==> config.mk <==
export PLATFORM = sky130hd
export DESIGN_NAME = ray_batch_ctrl
export DESIGN_NICKNAME = d
export VERILOG_FILES = /design/src/rtl/ray_batch_ctrl.sv
export SDC_FILE = /design/constraint.sdc
export NUM_CORES = 1
export LEC_CHECK = 0
export BUFFER_PORTS_ARGS = -buffer_cell sky130_fd_sc_hd__buf_2
export CAP_MARGIN = 20
export CORE_AREA = 2 2 303 305
export CTS_BUF_LIST = sky130_fd_sc_hd__clkbuf_16
export DETAILED_ROUTE_END_ITERATION = 16
export DIE_AREA = 0 0 305 307
export PLACE_DENSITY_LB_ADDON = 0.08
export SLEW_MARGIN = 20
export SYNTH_ARGS = -nofsm -noshare
export SYNTH_HDL_FRONTEND = slang
export SYNTH_SLANG_ARGS = --single-unit
export TNS_END_PERCENT = 50
==> constraint.sdc <==
create_clock -name i_clk -period 1.9 [get_ports i_clk]
set_input_delay 0.285 -clock i_clk [delete_from_list [all_inputs] [get_ports i_clk]]
set_output_delay 0.285 -clock i_clk [all_outputs]
set_load 0.05 [all_outputs]
==> src/rtl/ray_batch_ctrl.sv <==
// ray_batch_ctrl: sequences one ray at a time through a triangle intersector and returns the closest-hit result.
// Define RAY_BATCH_STATS_EN to enable the ray/hit statistics counters; otherwise they are tied to 0.
module ray_batch_ctrl #(
  parameter logic signed [31:0] T_MISS = 32'sh7fffffff
) (
  input  logic               i_clk,
  input  logic               i_rstn,
  input  logic               i_ray_valid,
  output logic               o_ray_ready,
  input  logic [191:0]       i_ray,
  input  logic [31:0]        i_ray_id,
  input  logic [31:0]        i_baseaddr,
  input  logic [31:0]        i_tri_cnt,
  output logic               o_ins_start,
  output logic [31:0]        o_ins_baseaddr,
  output logic [191:0]       o_ins_ray,
  output logic [31:0]        o_ins_tri_cnt,
  input  logic               i_ins_hit,
  input  logic signed [31:0] i_ins_t,
  input  logic [31:0]        i_ins_tri_index,
  input  logic               i_ins_finish,
  output logic               o_res_valid,
  output logic [31:0]        o_res_id,
  output logic               o_res_hit,
  output logic signed [31:0] o_res_t,
  output logic [31:0]        o_res_tri_index,
  input  logic               i_res_ready,
  output logic [31:0]        o_ray_cnt,
  output logic [31:0]        o_hit_cnt
);
  typedef enum logic [2:0] {IDLE, START, ARM, WAIT, OUT} state_t;
  state_t state_q, state_d;
  logic [191:0] ray_q, ray_d;
  logic [31:0] id_q, id_d, base_q, base_d, cnt_q, cnt_d, idx_q, idx_d;
  logic signed [31:0] t_q, t_d;
  logic start_q, start_d, vld_q, vld_d, hit_q, hit_d;
  logic accept, done;
  assign accept = i_ray_valid && (state_q == IDLE);
  assign done = (state_q == OUT) && i_res_ready;
  always_comb begin
    state_d = state_q;
    ray_d = ray_q;
    id_d = id_q;
    base_d = base_q;
    cnt_d = cnt_q;
    start_d = 1'b0;
    vld_d = vld_q;
    hit_d = hit_q;
    t_d = t_q;
    idx_d = idx_q;
    case (state_q)
      IDLE: if (i_ray_valid) begin
        ray_d = i_ray;
        id_d = i_ray_id;
        base_d = i_baseaddr;
        cnt_d = i_tri_cnt;
        state_d = (i_tri_cnt != 32'd0) ? START : OUT;
        start_d = (i_tri_cnt != 32'd0);
        vld_d = (i_tri_cnt == 32'd0);
        hit_d = 1'b0;
        t_d = T_MISS;
        idx_d = 32'd0;
      end
      START: state_d = ARM;
      ARM: state_d = WAIT;
      WAIT: if (i_ins_finish) begin
        state_d = OUT;
        vld_d = 1'b1;
        hit_d = i_ins_hit;
        t_d = i_ins_hit ? i_ins_t : T_MISS;
        idx_d = i_ins_hit ? i_ins_tri_index : 32'd0;
      end
      OUT: if (i_res_ready) begin
        state_d = IDLE;
        vld_d = 1'b0;
      end
      default: state_d = IDLE;
    endcase
  end
  always_ff @(posedge i_clk) begin
    if (!i_rstn) begin
      state_q <= IDLE;
      ray_q <= '0;
      id_q <= '0;
      base_q <= '0;
      cnt_q <= '0;
      start_q <= 1'b0;
      vld_q <= 1'b0;
      hit_q <= 1'b0;
      t_q <= '0;
      idx_q <= '0;
    end else begin
      state_q <= state_d;
      ray_q <= ray_d;
      id_q <= id_d;
      base_q <= base_d;
      cnt_q <= cnt_d;
      start_q <= start_d;
      vld_q <= vld_d;
      hit_q <= hit_d;
      t_q <= t_d;
      idx_q <= idx_d;
    end
  end
  assign o_ray_ready = (state_q == IDLE);
  assign o_ins_start = start_q;
  assign o_ins_baseaddr = base_q;
  assign o_ins_ray = ray_q;
  assign o_ins_tri_cnt = cnt_q;
  assign o_res_valid = vld_q;
  assign o_res_id = id_q;
  assign o_res_hit = hit_q;
  assign o_res_t = t_q;
  assign o_res_tri_index = idx_q;
`ifdef RAY_BATCH_STATS_EN
  logic [31:0] ray_cnt_q, ray_cnt_d, hit_cnt_q, hit_cnt_d;
  always_comb begin
    ray_cnt_d = ray_cnt_q + {31'd0, done};
    hit_cnt_d = hit_cnt_q + {31'd0, done && hit_q};
  end
  always_ff @(posedge i_clk) begin
    if (!i_rstn) begin
      ray_cnt_q <= '0;
      hit_cnt_q <= '0;
    end else begin
      ray_cnt_q <= ray_cnt_d;
      hit_cnt_q <= hit_cnt_d;
    end
  end
  assign o_ray_cnt = ray_cnt_q;
  assign o_hit_cnt = hit_cnt_q;
`else
  logic unused_done;
  assign unused_done = done;
  assign o_ray_cnt = 32'd0;
  assign o_hit_cnt = 32'd0;
`endif
endmodule

==> results.txt <==
The leading cell type in the layout, fill and taps excluded is buf_2. After synthesis, the largest area contributor takes up 52.7% of total cell area. The number of clock sinks seen by CTS came out at 358.

The run finished with clean final reports. The top fanout value on the critical path is 2. The design draws 0.0223 W. The hold violation count in the final report is 0. The most critical setup path has its startpoint at i_tri_cnt[31]. The setup path with the least slack is of type input port to flop. The number of design rule violations left after detail routing is 0.

The clock latency reported for the late side of the worst-skew pair is 0.58 ns. The DRC violation total after the first TritonRoute iteration is 514. At the worst endpoint, the required time is 2.37 ns. The post-synthesis sequential area ratio came out at 52.7%.

The first detailed-routing pass took 4 iterations. The HPWL after detailed placement is 45.5 mm. The TritonCTS clock tree is yes.

dfxtp_1 takes more of the synthesized area than any other cell. The overall die area is 0.0936 mm^2. Across the run, the number of max-cap violations was 0.

Once the floorplan was initialized, standard cells occupied 15.0% of the core. The total area inside the core boundary comes to 0.0907 mm^2. The library cells used most frequently in the layout, excluding fill and tap cells, are buf_2, nand2_1, dfxtp_1. Summed over all layers, the routed wires come to 61.2 mm. The number of placement rows is 111. The die span in x came out at 305 um.

The number of buffers added by the clock tree synthesis step is 49. The growth of design area from synthesis to finish came out at 73.4%. The clock tree buffer depth came out at 3. The number of H-tree levels is 2. The type of the worst min-delay path is input port to flop. Based on the critical path, the design can be clocked at up to 533 MHz.

A synthesized cell averages 8.77 um^2. In this run the post-CTS setup repair buffer count came out at 0. The number of nets still failing antenna checks after routing came out at 0. The post-layout instance area is 0.0236 mm^2. The static power due to leakage came out at 10.6 nW. The synthesized area came out at 0.0136 mm^2. The root buffer cell is clkbuf_16. The wire length of the first global-routing pass is 90.3 mm.

The worst-case clock skew came out at 0.0120 ns. For this run, the total global-route usage over all layers was measured as 12.5%. The largest net degree at the start of global routing is 98. In this run the vertical extent of the chip is 307 um.

The clock transition at the registers of the reported paths came out at 0.05 ns. The final total negative setup slack came out at 0 ns. The final setup violation count is 0. The count of input and output buffers came out at 713. Summed over all layers, the global routing overflow is 0. The post-placement cell count came out at 3382. The number of antenna violations at the first check in global routing is 1. After detailed routing, the average wire length per cell comes to 16.1 um.

The count of pins over their slew limit came out at 0. The data arrival time of the critical path came out at 2.35 ns. The last weighted congestion value of the routability-driven placer came out at 0.761.

The post-route netlist has 33.4% of its cells at a drive strength greater than 1. The number of standard cells after synthesis is 1549. The worst reg2reg path startpoint is state_q[0].

The sort of element at the end of the critical path is a flop. In this run the cell area measured after placement is 0.0186 mm^2. The final cycle utilization of the critical path came out at 98.8%. Yosys printed 0 warnings. The number of global-route vias before repair is 14.7k. The detailed router placed 14.2k vias in this run. The smallest clock period supported by the final layout is computed as 1.88 ns. In the post-synthesis netlist, the biggest area contributors are dfxtp_1, nand2_1, a21boi_0, a21boi_1, buf_4. For this design the ratio of total power to cell area is 947 mW/mm^2. The via count normalized by instance count came out at 3.71. The count of non-filler cells in the finished layout came out at 3813. In this run, synthesis produced a sequential element count of 358. The category of the worst setup path launch point is an input port.

The final net count came out at 2946. Setup repair after global routing left no endpoint under its margin. The hold path startpoint is i_ray_id[8].

The worst-case vdd ir drop came out at 0.565 mV. 778 I/O pins were placed. Yosys mapped the design onto 33 distinct sky130hd cell types.
## worst max-delay path: stages
cell and delay (ns):
dlygate4sd3_1 0.53, buf_2 0.14, nor4_4 0.26, nand2_1 0.14
or4_4 0.58, o41a_1 0.40
## synth_stat cells (all sizes together)
library cell and instances:
and2 1, o221a 31, nor4bb 1, buf 118, or3 1, conb 1
and3 2, o21ai 1, o41a 1, nor4 8, and3b 1, o211ai 1
nor2b 35, nand3 3, nand2 583, a22oi 33, a21boi 288, or4 1
o311ai 1, nor3b 1, a21o 1, clkbuf 66, nor2 3, nand3b 1
or3b 1, nor3 1, dfxtp 358, nor4b 1, a21oi 5
## timing repair
item | CTS | global route
hold endpoints to repair | 341 | 0
gates resized for setup | 3 | 5
cloned | 0 | 0
pin swaps | 0 | 4
hold buffers | 341 | 0
setup endpoints to repair | 1 | 2
## per-stage QoR
| stage | setup WS, ns | hold WS, ns | utilization, % |
|---|---|---|---|
| floorplan | 0.00993 | 0.420 | - |
| global placement | -0.321 | 0.439 | 20.5 |
| detailed placement | -0.334 | 0.441 | 20.5 |
| CTS | 0.0230 | 0.0108 | 25.9 |
| global route | 0.00493 | 0.0232 | 26.0 |
| finish | 0.0229 | 0.0407 | 26.0 |
## area by class of cell
type | instances | area [um^2]
Timing Repair Buffer | 1109 | 7730
Fill cell | 10100 | 67100
Clock inverter | 39 | 245
Multi-Input combinational cell | 1070 | 5700
Tap cell | 1186 | 1480
Sequential cell | 358 | 7170
Clock buffer | 49 | 1230
Antenna cell | 2 | 5.00
## per-layer routing
metal  track usage, %  share of wire [%]
met1             13.5                 38
met5                0                  0
met3             4.07                7.3
met2             22.8                 51
met4             4.50                3.2
## flip-flops by register name, indices dropped and copies added, names as in the netlist
| signal | cells |
|---|---|
| o_res_id | 32 |
| o_ins_tri_cnt | 32 |
| o_ins_ray | 192 |
| o_res_t | 32 |
| state_q | 3 |
| o_ins_start | 1 |
| o_ins_baseaddr | 32 |
| o_res_valid | 1 |
| o_res_tri_index | 32 |
| o_res_hit | 1 |
## path summary, 6_finish.rpt
path | to | slack [ns] | cells past startpoint
setup / recovery | state_q[0] | 0.02 | 6
hold / removal | o_res_id[8] | 0.04 | 3
setup reg to reg | o_res_t[8] | 0.24 | 4
hold reg to reg | o_ins_ray[149] | 0.45 | 2
## power by group
group,switching (W),leakage [nW],internal [W]
Combinational,0.00366,6.91,0.00176
Clock,0.00366,0.757,0.00494
Sequential,0.000256,2.93,0.00803
Total,0.00757,10.6,0.0147
## cell families after synthesis
logic type             after synthesis  synth area share (%)
buffers and inverters              184                  7.42
flip-flops                         358                  52.7
AO/OA/AOI/OAI                      362                  20.8
other                                1                0.0276
AND/OR/NAND/NOR                    644                  19.0
(Power assumes the default switching activity.)
